## src/rtl/prewish_blinky.sv

```systemverilog
// Replays a strobed 8-bit pattern MSB-first on one LED, one bit per 2**SYSCLK_DIV_BITS clocks.
// Optional: define PREWISH_BLINKY_ONESHOT_EN to play the pattern once instead of looping.
module prewish_blinky #(
  parameter int unsigned SYSCLK_DIV_BITS = 21
) (
  input  logic       CLK_I,
  input  logic       RST_I,
  input  logic       STB_I,
  input  logic [7:0] DAT_I,
  output logic       o_led
);

  typedef enum logic {
    IDLE,
    PLAY
  } state_t;

  state_t                     state, state_next;
  logic [7:0]                 pattern, pattern_next;
  logic [7:0]                 shift, shift_next;
  logic [SYSCLK_DIV_BITS-1:0] prescaler, prescaler_next;
  logic [2:0]                 bit_idx, bit_idx_next;
  logic                       stb_prev;
  logic                       led_next;
  logic                       load;
  logic                       tick;

  assign load = STB_I & ~stb_prev;
  assign tick = &prescaler;

  always_ff @(posedge CLK_I) begin
    if (!RST_I) begin
      state     <= IDLE;
      pattern   <= '0;
      shift     <= '0;
      prescaler <= '0;
      bit_idx   <= '0;
      stb_prev  <= 1'b0;
      o_led     <= 1'b0;
    end else begin
      state     <= state_next;
      pattern   <= pattern_next;
      shift     <= shift_next;
      prescaler <= prescaler_next;
      bit_idx   <= bit_idx_next;
      stb_prev  <= STB_I;
      o_led     <= led_next;
    end
  end

  // The LED is driven from the next shift MSB so the first bit lasts a full period.
  always_comb begin
    state_next     = state;
    pattern_next   = pattern;
    shift_next     = shift;
    prescaler_next = prescaler;
    bit_idx_next   = bit_idx;
    led_next       = 1'b0;
    if (load) begin
      pattern_next   = DAT_I;
      shift_next     = DAT_I;
      prescaler_next = '0;
      bit_idx_next   = '0;
      state_next     = PLAY;
      led_next       = DAT_I[7];
    end else if (state == PLAY) begin
      prescaler_next = prescaler + 1'b1;
      led_next       = shift[7];
      if (tick) begin
        bit_idx_next = bit_idx + 3'd1;
        if (bit_idx == 3'd7) begin
`ifdef PREWISH_BLINKY_ONESHOT_EN
          shift_next = pattern;
          state_next = IDLE;
          led_next   = 1'b0;
`else
          shift_next = pattern;
          led_next   = pattern[7];
`endif
        end else begin
          shift_next = {shift[6:0], shift[7]};
          led_next   = shift[6];
        end
      end
    end
  end

endmodule

```

## config.mk

```make
export PLATFORM = sky130hd
export DESIGN_NAME = prewish_blinky
export DESIGN_NICKNAME = d
export VERILOG_FILES = /design/src/rtl/prewish_blinky.sv
export SDC_FILE = /design/constraint.sdc
export NUM_CORES = 1
export LEC_CHECK = 0
export CORE_MARGIN = 2
export CORE_UTILIZATION = 62
export DETAILED_ROUTE_END_ITERATION = 10
export PLACE_DENSITY = 0.81
export SLEW_MARGIN = 20
export SYNTH_ARGS = -nofsm -noshare
export SYNTH_HDL_FRONTEND = slang
export SYNTH_SLANG_ARGS = --single-unit
```

## constraint.sdc

```tcl
create_clock -name CLK_I -period 4.6 [get_ports CLK_I]
set_input_delay 0.69 -clock CLK_I [delete_from_list [all_inputs] [get_ports CLK_I]]
set_output_delay 0.69 -clock CLK_I [all_outputs]
set_load 0.005 [all_outputs]
```

==> flow_summary_export.csv, run 1 <==
group,metric,value,unit
route,finalWirelength,4078,µm
grt,grt_usage,24.72,%
critical_path,rr_startpoint,"prescaler[0]",
timing,setup_viol,0,
place,port_buffers,11,
synth,synthCells,227,
cts,htreeDepth,2,
route,vias,1705,
route,wl_per_cell,14.78,µm
synth,syn-num-nets,241,
route,postRouteAntennaNets,0,
pwr,p_comb_share,6.2,%
timing,fin_crit,3.119,ns
place,dp_hpwl,2745,µm
synth,synth.distinct_cells,38,
cells_and_area,final_nets,245,
cells_and_area,area_growth,9.647,%
cts,cts_buffers,5,
synth,yosysWarnings,0,
route,via_per_inst,6.178,
place,place_area,2090,µm²
timing,rsz0062_at_grt,"false",
grt,grt_pass1_wl,6941,µm
critical_path,crit_end,"shift[4]",
synth,synthFlopType,"dfxtp_1",
timing,tightest_slew,1.088,ns
route,drt_iter0_drc,108,
timing,setup-tns-final,0,ns
grt,grt_pass1_vias,1598,
synth,synth_area_per_cell,8.742,µm²
route,drc_errors,0,
critical_path,cp.required,4.87,ns
synth,ys_top_cells_by_area,"dfxtp_1 43%, nand2_1 6.2%, a21oi_1 3.8%",
cts,cts_buffer_depth,2,
floorplan,placementRows,20,
cells_and_area,antenna_cells,0,
cts,cts_tree,"done",
pwr,power,0.6860,mW
floorplan,initial_utilization,65.00,%
floorplan,io_pins,12,
status,status,"completed",
critical_path,worstSetupPathType,"input pin to register",
cells_and_area,num-fill-cells,249,
cells_and_area,final_core_util,71.27,%
floorplan,die_h,60.58,µm
critical_path,reg2reg_slack,2.35,ns
timing,holdWs,0.4616,ns
pwr,power_frac_clock,36.8,%
place,dp_cells,268,
timing,hold_viol,0,
pwr,p_int,0.5305,mW
floorplan,fp.dieArea,3669,µm²
synth,seq_area_frac_synth,43.38,%
cells_and_area,final_cells,276,
timing,max_slew_margin,27.19,%
pwr,power_leakage,0.6850,nW
critical_path,critPathCaptureType,"register",
synth,synth_top_cell_by_area,"dfxtp_1",
synth,synthesis.area,1984,µm²
critical_path,start_kind,"input pin",
cells_and_area,stdcell_area,2176,µm²
flow_run,drv_cap,0,
timing,drv_slew,0,
cts,cts.clk_slew.worst_paths,0.13,ns
cts,cts.sinks,43,
cts,root_buffer,"clkbuf_4",
timing,min_period_over_period,67.81,%
place,dp_slack,1.164,ns
cts,cts_resized,0,
grt,antenna_found_initial,0,
cts,cts_setup_buffers,0,
cts,hold_buffers,0,
synth,synth_async_sr_flop_share,0,%
critical_path,cp.arrival,3.39,ns
cts,clock_latency,0.36,ns
synth,ys_seq_elements,43,
pwr,sw_frac_of_total,22.67,%
pwr,pwr-share-seq,57.0,%
critical_path,critPathLaunch,"RST_I",
timing,fin_ws,1.481,ns
critical_path,reg2reg_depth,5,
critical_path,timing.rr.end,"shift[4]",
floorplan,die_w,60.58,µm
place,gp_congestion,0.8587,
hold_path,hold_path_class,"register to register",
timing,max_freq,0.3206,GHz
critical_path,critPathMaxFanout,18,
synth,synth-edff-count,0,
synth,synth_top_area_share,43.38,%
pwr,p_switching,0.1555,mW
timing,fin_skew,0.01369,ns
cells_and_area,drive_gt1_share,6.897,%
pwr,vdd_ir_drop_max,221.8,µV
grt,overflow,0,
floorplan,core_area,3053,µm²
grt,grt_max_degree,21,
pwr,power_density,315.3,nW/µm²
route,firstDrtPassIters,4,
==> Yosys cell counts (3+ instances only) <==
master	count
a21oi_1	15
and3_1	3
buf_2	3
clkbuf_1	9
dfxtp_1	43
ha_1	3
mux2i_1	5
nand2_1	33
nand2b_1	8
nand3_1	9
nand4_1	5
nor2_1	15
nor3_1	4
o2111ai_1	7
o211ai_1	9
o21ai_0	6
o221ai_1	7
or3_1	9
or4_1	3
xnor2_1	7
xor2_1	4
==> state kept, by name (all words and copies together), names as in the netlist <==
signal,cells
prescaler,21
pattern,8
stb_prev,1
state,1
shift,8
bit_idx,3
o_led,1
==> worst max-delay path, stage by stage <==
cell and delay [ns]:
clkdlybuf4s50_1 0.73, clkinv_1 0.52, nor2_1 0.99, o211ai_1 0.21, o221ai_1 0.25
==> cell families (layout without fill, tap and decap cells) <==
family	Yosys count	count (layout)	share of synthesized area, %
and+or+nand+nor	101	101	26.86
muxes	6	6	3.090
adders and majority gates	3	3	1.892
DFF	43	43	43.38
buffers and inverters	15	20	3.215
xor gates and xnor gates	11	11	4.855
AOI/OAI and AO/OA	48	48	16.71
==> cell usage in the layout (no fill, tap or decap), types with 3 or more instances in the layout <==
cell type | Yosys | layout
dfxtp_1 | 43 | 43
nand2_1 | 33 | 33
a21oi_1 | 15 | 15
nor2_1 | 15 | 15
clkdlybuf4s50_1 | 0 | 11
or3_1 | 9 | 9
nand3_1 | 9 | 9
o211ai_1 | 9 | 9
nand2b_1 | 8 | 8
xnor2_1 | 7 | 7
o2111ai_1 | 7 | 7
o221ai_1 | 7 | 7
o21ai_0 | 6 | 6
nand4_1 | 5 | 5
mux2i_1 | 5 | 5
clkbuf_4 | 0 | 5
xor2_1 | 4 | 4
nor3_1 | 4 | 4
and3_1 | 3 | 3
or4_1 | 3 | 3
ha_1 | 3 | 3
==> layout make-up <==
type	instances	area [µm²]	area share (%)
tap	44	55.05	2.530
multi-input combinational	169	1060	48.71
clock inverter	2	35.03	1.610
timing repair buffer	11	110.1	5.060
sequential	43	860.8	39.56
clock buffer	6	51.30	2.358
inverter	1	3.754	0.1725
==> routing by layer <==
| metal | up-vias | track usage (%) | wire (µm) |
|---|---|---|---|
| met5 | - | 0 | 0 |
| met4 | 0 | 7.764 | 44 |
| met3 | 5 | 5.330 | 190 |
| met2 | 42 | 40.25 | 1936 |
| met1 | 823 | 32.93 | 1907 |
| li1 | 835 | - | - |
==> power groups by stage <==
stage | sequential [mW] | combinational (mW) | clock (mW)
detailed placement | 0.399 | 0.0419 | 0
global placement | 0.398 | 0.0403 | 0
floorplan | 0.395 | 0.0303 | 0
global route | 0.392 | 0.0465 | 0.271
CTS | 0.391 | 0.0422 | 0.255
finish | 0.391 | 0.0426 | 0.253
==> how the worst min path moves through the flow <==
stage,from,endpoint,slack [ns],cells after the start
detailed placement,pattern[7],pattern[7],0.44,2
global route,pattern[5],pattern[5],0.48,2
finish,pattern[7],pattern[7],0.46,2
floorplan,pattern[7],pattern[7],0.42,2
global placement,pattern[7],pattern[7],0.43,2
CTS,pattern[7],pattern[7],0.46,2
(Power assumes the default switching activity.)
==> run 2: changes to the inputs <==
--- a/config.mk
+++ b/config.mk
@@ -6,9 +6,9 @@
 export NUM_CORES = 1
 export LEC_CHECK = 0
 export CORE_MARGIN = 2
-export CORE_UTILIZATION = 62
+export CORE_UTILIZATION = 52
 export DETAILED_ROUTE_END_ITERATION = 10
-export PLACE_DENSITY = 0.81
+export PLACE_DENSITY = 0.72
 export SLEW_MARGIN = 20
 export SYNTH_ARGS = -nofsm -noshare
 export SYNTH_HDL_FRONTEND = slang
==> constraint.sdc (replaced) <==
create_clock -name CLK_I -period 2.63 [get_ports CLK_I]
set_input_delay 0.3945 -clock CLK_I [delete_from_list [all_inputs] [get_ports CLK_I]]
set_output_delay 0.3945 -clock CLK_I [all_outputs]
set_load 0.005 [all_outputs]
==> flow_summary_export.csv, run 2 (synthesis results as in run 1) <==
group,metric,value,unit
critical_path,cp.required,2.84,ns
cells_and_area,num-fill-cells,325,
hold_path,min_to,"pattern[7]",
pwr,power_leakage,0.7217,nW
cells_and_area,regMostFlops,"prescaler",
route,drt_iter0_drc,61,
floorplan,die_h,65.78,µm
timing,setup-tns-final,0,ns
cells_and_area,antenna_cells,0,
cells_and_area,multiInputGateArea,1060,µm²
hold_path,holdCritStartpoint,"pattern[7]",
floorplan,die_w,65.78,µm
status,status,"completed",
timing,holdWs,0.4464,ns
grt,grt_pass1_wl,6886,µm
place,place_area,2147,µm²
grt,grt_pass1_vias,1495,
cts,cts_resized,0,
critical_path,worstSetupPathType,"register to register",
timing,tightest_slew,0.6618,ns
cts,htreeDepth,2,
route,drc_errors,0,
cells_and_area,stdcell_area,2247,µm²
pwr,vdd_ir_drop_max,367.0,µV
place,dp_hpwl,2737,µm
place,port_buffers,11,
floorplan,io_pins,12,
route,finalWirelength,3905,µm
cells_and_area,largest_reg_flops,21,
route,firstDrtPassIters,4,
grt,grt_usage,20.74,%
place,dp_cells,279,
pwr,power_frac_clock,37.2,%
timing,max_slew_margin,55.77,%
critical_path,cp.arrival,2.35,ns
grt,met3_usage,5.111,%
floorplan,placementRows,22,
critical_path,rr_startpoint,"prescaler[0]",
critical_path,timing.rr.end,"shift[5]",
timing,fin_skew,0.006435,ns
timing,drv_slew,0,
hold_path,hold_path_class,"register to register",
cells_and_area,reg.largest.list,"prescaler (21), pattern (8), shift (8)",
critical_path,start_kind,"register",
cells_and_area,regArea,860.8,µm²
critical_path,cpPeakStageDelay,0.68,ns
cells_and_area,final_common_cell,"dfxtp_1",
cells_and_area,final_nets,252,
timing,rsz0062_at_grt,"false",
timing,max_freq,0.4675,GHz
cts,hold_buffers,0,
route,postRouteAntennaNets,0,
pwr,p_int,0.9488,mW
grt,use_met2,31.19,%
cts,root_buffer,"clkbuf_8",
critical_path,critPathCaptureType,"register",
cts,cts_setup_buffers,0,
cells_and_area,drive_gt1_share,9.205,%
cells_and_area,area_growth,13.24,%
critical_path,path_cells,"ha_1 -> nand4_4 -> or4_4 -> or2_1 -> o221ai_1",
hold_path,holdPathStages,2,
grt,gr-usage-met1,28.86,%
pwr,power_density,541.4,nW/µm²
cts,cts.clk_slew.worst_paths,0.08,ns
critical_path,reg2reg_slack,0.49,ns
timing,hold_viol,0,
pwr,sw_frac_of_total,22.01,%
cts,cts_buffers,5,
flow_run,drv_cap,0,
grt,antenna_found_initial,0,
cells_and_area,final_core_util,61.38,%
route,wl_per_cell,13.61,µm
place,gp_congestion,0.7803,
critical_path,reg2reg_depth,5,
cells_and_area,final_cells,287,
timing,fin_crit,2.139,ns
pwr,p_switching,0.2677,mW
grt,overflow,0,
cts,clock_latency,0.29,ns
floorplan,fp.dieArea,4326,µm²
cts,cts_tree,"done",
floorplan,initial_utilization,54.20,%
cells_and_area,mostFrequentLayoutCells,"43 x dfxtp_1, 33 x nand2_1, 15 x a21oi_1, 15 x nor2_1, 11 x clkdlybuf4s50_1",
route,vias,1676,
cts,cts_buffer_depth,2,
cts,cts.sinks,43,
critical_path,critPathMaxFanout,14,
grt,grt_max_degree,21,
floorplan,core_area,3661,µm²
timing,min_period_over_period,81.32,%
route,via_per_inst,5.840,
pwr,pwr-share-seq,56.0,%
critical_path,slowest_stage,"or4_4",
grt,gr-max-usage-layer,"met2",
pwr,p_comb_share,6.8,%
timing,setup_viol,0,
run 2: worst max-delay path: cells and delay by family, from the launching register on:
kind                     cells  cell delay (ns)
AND/OR/NAND/NOR              3             1.23
flip-flops                   1             0.40
adder cells (fa/ha/maj)      1             0.25
AO/OA/AOI/OAI                1             0.18
run 2: layer usage:
metal / wire, µm / share of wire, %
met3: 155 / 4.0
met2: 1704 / 44
met4: 30 / 0.77
met5: 0 / 0
met1: 2014 / 52
run 2: worst max path at each step:
stage / startpoint / endpoint / slack [ns] / cells past startpoint
after floorplan: prescaler[0] / shift[5] / 0.68 / 6
after global placement: prescaler[0] / shift[0] / 0.53 / 5
after detailed placement: prescaler[0] / shift[5] / 0.48 / 5
after CTS: prescaler[0] / shift[5] / 0.46 / 5
after global routing: prescaler[0] / shift[6] / 0.29 / 5
final: prescaler[0] / shift[5] / 0.49 / 5
run 2: final cells by class:
cell class,count,area share [%]
multi-input cells,169,47.16
flip-flops and latches,43,38.31
repair buffers,18,7.238
clock buffers,8,4.454
well taps,48,2.673
inverters,1,0.1670
run 2: power by group through the flow:
| stage | clock, mW | combinational (mW) | sequential (mW) |
|---|---|---|---|
| 6_report | 0.452 | 0.0828 | 0.682 |
| 5_1_grt | 0.486 | 0.0939 | 0.683 |
| 4_1_cts | 0.463 | 0.0832 | 0.681 |
| 3_5_place_dp | 0 | 0.0832 | 0.696 |
| 3_3_place_gp | 0 | 0.0823 | 0.696 |
| 2_1_floorplan | 0 | 0.0531 | 0.691 |
run 2: per-stage QoR:
step | setup slack (ns) | power, mW
floorplan | 0.6771 | 0.7439
global placement | 0.5309 | 0.7783
detailed placement | 0.4765 | 0.7794
CTS | 0.4645 | 1.227
global route | 0.2911 | 1.263
finish | 0.4912 | 1.217
==> run 3: changes to the inputs <==
--- a/config.mk
+++ b/config.mk
@@ -6,9 +6,9 @@
 export NUM_CORES = 1
 export LEC_CHECK = 0
 export CORE_MARGIN = 2
-export CORE_UTILIZATION = 52
+export CORE_UTILIZATION = 58
 export DETAILED_ROUTE_END_ITERATION = 10
-export PLACE_DENSITY = 0.72
+export PLACE_DENSITY = 0.76
 export SLEW_MARGIN = 20
 export SYNTH_ARGS = -nofsm -noshare
 export SYNTH_HDL_FRONTEND = slang
==> constraint.sdc (replaced) <==
create_clock -name CLK_I -period 2.1 [get_ports CLK_I]
set_input_delay 0.315 -clock CLK_I [delete_from_list [all_inputs] [get_ports CLK_I]]
set_output_delay 0.315 -clock CLK_I [all_outputs]
set_load 0.005 [all_outputs]
==> flow_summary_export.csv, run 3 (synthesis results as in run 1) <==
group,metric,value,unit
cts,cts_resized,0,
cells_and_area,reg.largest.list,"prescaler (21), pattern (8), shift (8)",
pwr,pwr-share-seq,58.1,%
timing,setup_viol,0,
timing,drv_slew,0,
pwr,power,1.467,mW
critical_path,slowest_stage,"or4_4",
cts,root_buffer,"clkbuf_4",
pwr,power_leakage,0.7523,nW
pwr,power_frac_clock,34.3,%
floorplan,placementRows,21,
critical_path,path_cells,"ha_2 -> nand4_4 -> or4_4 -> or3_1 -> a21oi_1",
route,wl_per_cell,15.19,µm
critical_path,critPathBufInv,0,
place,dp_slack,0.03193,ns
cells_and_area,num-fill-cells,292,
timing,max_freq,0.5069,GHz
cells_and_area,area_growth,14.56,%
floorplan,initial_utilization,59.94,%
cells_and_area,largest_reg_flops,21,
grt,grt_pass1_wl,7714,µm
timing,fin_ws,0.1271,ns
place,dp_hpwl,3146,µm
cells_and_area,regArea,862.1,µm²
timing,fin_skew,0.01057,ns
route,finalWirelength,4404,µm
pwr,p_comb_share,7.6,%
cts,cts_buffer_depth,2,
flow_run,drv_cap,0,
timing,hold_viol,0,
critical_path,cp.arrival,2.26,ns
cts,cts_tree,"done",
timing,setup-tns-final,0,ns
status,status,"completed",
grt,grt_pass1_vias,1698,
floorplan,core_area,3311,µm²
cts,htreeDepth,2,
grt,grt_max_degree,21,
critical_path,reg2reg_slack,0.13,ns
cells_and_area,stdcell_area,2273,µm²
cells_and_area,final_common_cell,"dfxtp_1",
critical_path,worstSetupPathType,"register to register",
floorplan,fp.dieArea,3905,µm²
critical_path,timing.rr.end,"prescaler[20]",
cells_and_area,multiInputGateArea,1071,µm²
route,drt_iter0_drc,168,
timing,min_period_over_period,93.95,%
cts,cts.sinks,43,
timing,tightest_slew,0.6885,ns
critical_path,path_delay_family,"simple AND/OR/NAND/NOR gates",
pwr,p_switching,0.3289,mW
cts,cts.clk_slew.worst_paths,0.12,ns
pwr,vdd_ir_drop_max,425.3,µV
cts,clock_latency,0.36,ns
grt,grt_usage,25.00,%
grt,antenna_found_initial,0,
cts,hold_buffers,0,
timing,rsz0062_at_grt,"false",
timing,max_slew_margin,53.99,%
timing,fin_crit,1.973,ns
floorplan,die_h,62.49,µm
critical_path,path_depth,5,
place,port_buffers,11,
critical_path,reg2reg_depth,5,
place,gp_congestion,0.7514,
critical_path,cp.required,2.38,ns
pwr,power_density,645.4,nW/µm²
cells_and_area,antenna_cells,0,
pwr,p_int,1.138,mW
route,drc_errors,0,
route,postRouteAntennaNets,0,
route,via_per_inst,6.083,
cells_and_area,regMostFlops,"prescaler",
cells_and_area,mostFrequentLayoutCells,"42 x dfxtp_1, 33 x nand2_1, 15 x a21oi_1, 15 x nor2_1, 13 x buf_4",
place,place_area,2190,µm²
hold_path,holdPathStages,2,
cts,cts_setup_buffers,0,
pwr,sw_frac_of_total,22.42,%
hold_path,holdCritStartpoint,"pattern[7]",
route,vias,1764,
critical_path,rr_startpoint,"prescaler[1]",
floorplan,io_pins,12,
hold_path,min_to,"pattern[7]",
cts,cts_buffers,5,
hold_path,hold_path_class,"register to register",
floorplan,die_w,62.49,µm
critical_path,critPathMaxFanout,14,
critical_path,critPathCaptureType,"register",
cells_and_area,drive_gt1_share,12.30,%
grt,overflow,0,
critical_path,cpPeakStageDelay,0.63,ns
cells_and_area,final_nets,258,
critical_path,start_kind,"register",
route,firstDrtPassIters,4,
[run 3: power by group through the flow]
stage	logic [mW]	clock network (mW)	registers, mW
6_report	0.112	0.503	0.853
3_3_place_gp	0.106	0	0.869
3_5_place_dp	0.112	0	0.871
4_1_cts	0.112	0.505	0.853
5_1_grt	0.124	0.531	0.856
2_1_floorplan	0.0665	0	0.865
[run 3: metrics by stage]
step / hold WS [ns] / utilization [%] / cells
detailed placement: 0.4414 / 66.14 / 283
global route: 0.4835 / 68.67 / 290
finish: 0.4583 / 68.67 / 290
floorplan: 0.4183 / - / 227
global placement: 0.4289 / 66.14 / 283
CTS: 0.4590 / 68.29 / 290
[run 3: final cells by class]
cell class	instances	area share, %
Sequential cell	43	37.92
Multi-Input combinational cell	169	47.11
Timing Repair Buffer	24	9.136
Inverter	1	0.1651
Clock inverter	1	1.321
Clock buffer	6	1.816
Tap cell	46	2.532
[run 3: worst register-to-register path: stages, from the launching register on]
cell	delay, ns
dfxtp_1	0.41
ha_2	0.24
nand4_4	0.10
or4_4	0.63
or3_1	0.38
a21oi_1	0.15
[run 3: routing by layer]
| metal | wire (µm) | GRT usage (%) | part of all wire [%] | vias up |
|---|---|---|---|---|
| li1 | - | - | - | 865 |
| met1 | 1755 | 28.52 | 40 | 841 |
| met2 | 2342 | 44.49 | 53 | 49 |
| met3 | 221 | 5.225 | 5.0 | 9 |
| met4 | 83 | 11.67 | 1.9 | 0 |
| met5 | 0 | 0 | 0 | - |
[run 3: worst max path at each step]
stage,to,slack [ns],from
2_1_floorplan,shift[5],0.15,prescaler[0]
3_3_place_gp,shift[6],0.11,prescaler[1]
3_5_place_dp,shift[3],0.03,prescaler[1]
4_1_cts,shift[6],0.003,prescaler[1]
5_1_grt,shift[6],0.002,prescaler[1]
6_report,prescaler[20],0.13,prescaler[1]
==> variant (config.mk and constraints of run 2) <==
Add a define of `PREWISH_BLINKY_ONESHOT_EN`.
--- a/src/rtl/prewish_blinky.sv
+++ b/src/rtl/prewish_blinky.sv
@@ -1,5 +1,7 @@
 // Replays a strobed 8-bit pattern MSB-first on one LED, one bit per 2**SYSCLK_DIV_BITS clocks.
 // Optional: define PREWISH_BLINKY_ONESHOT_EN to play the pattern once instead of looping.
+`define PREWISH_BLINKY_ONESHOT_EN
+
 module prewish_blinky #(
   parameter int unsigned SYSCLK_DIV_BITS = 21
 ) (
Function: same outputs for any inputs over 10 cycles, from zero or initial values and one cycle with RST_I low; that may be too few to reach the edited logic, so the function may still have changed.
==> variant against run 2 <==
- total power shrank 4.6%
- wire length shrank 0.23%
- count of clock-buffer cells in the layout shrank 1
- final area grew 0.17%
- setup slack gained 0.065 ns
- synthesized area shrank 0.13%
- highest routed layer unchanged
- final cell count grew 1.7%
- non-clock buffer count grew 1
- clock skew grew 0.0013 ns
- via count grew 2.0%
- sequential cell count is the same
- critical endpoint is now shift[6]$_SDFFE_PN0P_
- first-iteration DRC count grew 87%
==> variant: results (changes against run 2) <==
** Timing
- The clock skew came to 0.00769 ns (+0.00126 ns).
- The normalized max-slew margin was 0.607 (+0.0496).
- The shortest clock period the worst path allows after layout was 2.07 ns (-0.0645 ns).
- Worst hold slack after final layout :: 0.454 ns (+0.00746 ns)

** GRT
- Largest net degree at the start of global routing :: 24 (+14%)
- Via count of the first global-routing pass :: 1508 (+0.87%)
- First-pass GRT wire length :: 6.66 mm (-3.3%)

** Layout
- Multi-input combinational cell count :: 171 (+1.2%)
- Non-clock inverter instance count of the final layout :: 3 (+2)
- The share of post-route cells with drive strength above 1 is 0.115 (+0.0227).
- Summed area of non-filler cells in the final layout :: 2250 um2 (+0.17%)
- ClkCell Share :: 0.0361 (-0.00841)
- The fraction of area in registers is 0.382 (-0.000638).
- The net count reported at finish came to 257 (+2.0%).
- Share of final layout cell area taken by non-clock buffers :: 0.0756 (+0.00321)
- The total area of multi-input combinational cells came to 1070 um2 (+0.71%).
- The number of filler cells placed in the layout was 340 (+4.6%).
- Number of sequential cells :: 43 (unchanged)
- Nonclk buf count :: 19 (+1)

** Logic synthesis
- Sorting the synthesized cells by how often they occur yields 43 x dfxtp_1, 27 x nand2_1, 20 x a21oi_1.
- The number of distinct library cells after synthesis was 35 (-7.9%).
- The cell count after synthesis came to 228 (+0.44%).
- The share of the yosys chip area belonging to registers was 0.434 (+0.000548).
- The net count of the mapped netlist came to 242 (+0.41%).
- Top post-synthesis cells by area :: dfxtp_1 43%, nand2_1 5.1%, a21oi_1 5.1%

** Power
- The sequential group power came to 0.000680 W (about the same).
- The static power due to leakage came to 0.761 nW (+5.4%).
- Peak ir drop on the vdd network :: 340 uV (-7.5%)
- The power density relative to cell area came to 516 nW/um2 (-4.8%).
- Internal power component :: 0.000895 W (-5.7%)

** Routing
- The number of vias after detailed routing was 1710 (+2.0%).
- The total length of routed wires is 3.90 mm (-0.23%).
- 1st-pass router iterations :: 4 (unchanged)

** Min path
- The cell depth of the worst hold path was 2 (unchanged).
- The path class of the tightest hold or removal check is reg2reg.

** Placement
- Routability Congestion :: 0.789 (+1.1%)
- Total placed instance area :: 2170 um2 (+1.0%)
- The placed wire-length estimate came to 2.68 mm (-2.0%).
- Worst setup slack after placement :: 0.630 ns (+0.154 ns)
- Number of instances in the placed design :: 284 (+1.8%)

** Worst setup path
- The critical path data arrival time was 2.22 ns (-0.13 ns).
- The count of cells along the worst register-to-register path came to 4 (-1).
- Worst setup startpoint :: prescaler[8]$_SDFFE_PP0P_
- Worst reg2reg endpoint :: shift[6]$_SDFFE_PN0P_
- Setup crit end kind :: flip-flop
- The register-to-register path setup slack came to 0.56 ns (+0.06 ns).
- The largest stage delay on the critical path was 0.60 ns (-0.08 ns).

** Run status
- Outcome :: complete, no violations

** Clocking
- Clock buffers created by TritonCTS :: 5 (unchanged)
[variant: changes by cell type in the layout (fill, tap and decap cells not counted), moves of 4 or more]
cell and change:
nand2b_1 -7, o2111ai_1 -6, nand4_1 +7, mux2_2 +6, nand3_1 +6, nand2_1 -6
o21ai_0 +4, o211ai_1 -7, a21oi_1 +5
[variant: kinds of logic after synthesis]
| kind of cell | after synthesis | synth area share |
|---|---|---|
| buffers and inverters | 14 | 0.0271 |
| multiplexers | 9 | 0.0499 |
| AO/OA/AOI/OAI | 45 | 0.138 |
| flip-flops | 43 | 0.434 |
| AND/OR/NAND/NOR | 105 | 0.292 |
| adder cells (fa/ha/maj) | 3 | 0.0189 |
| XOR/XNOR | 9 | 0.0398 |
[variant: layer usage]
metal,track usage,up-vias,share of wire
met1,0.264,797,0.50
met5,0,-,0
met4,0.0781,0,0.022
met2,0.309,26,0.44
li1,-,878,-
met3,0.0616,9,0.036
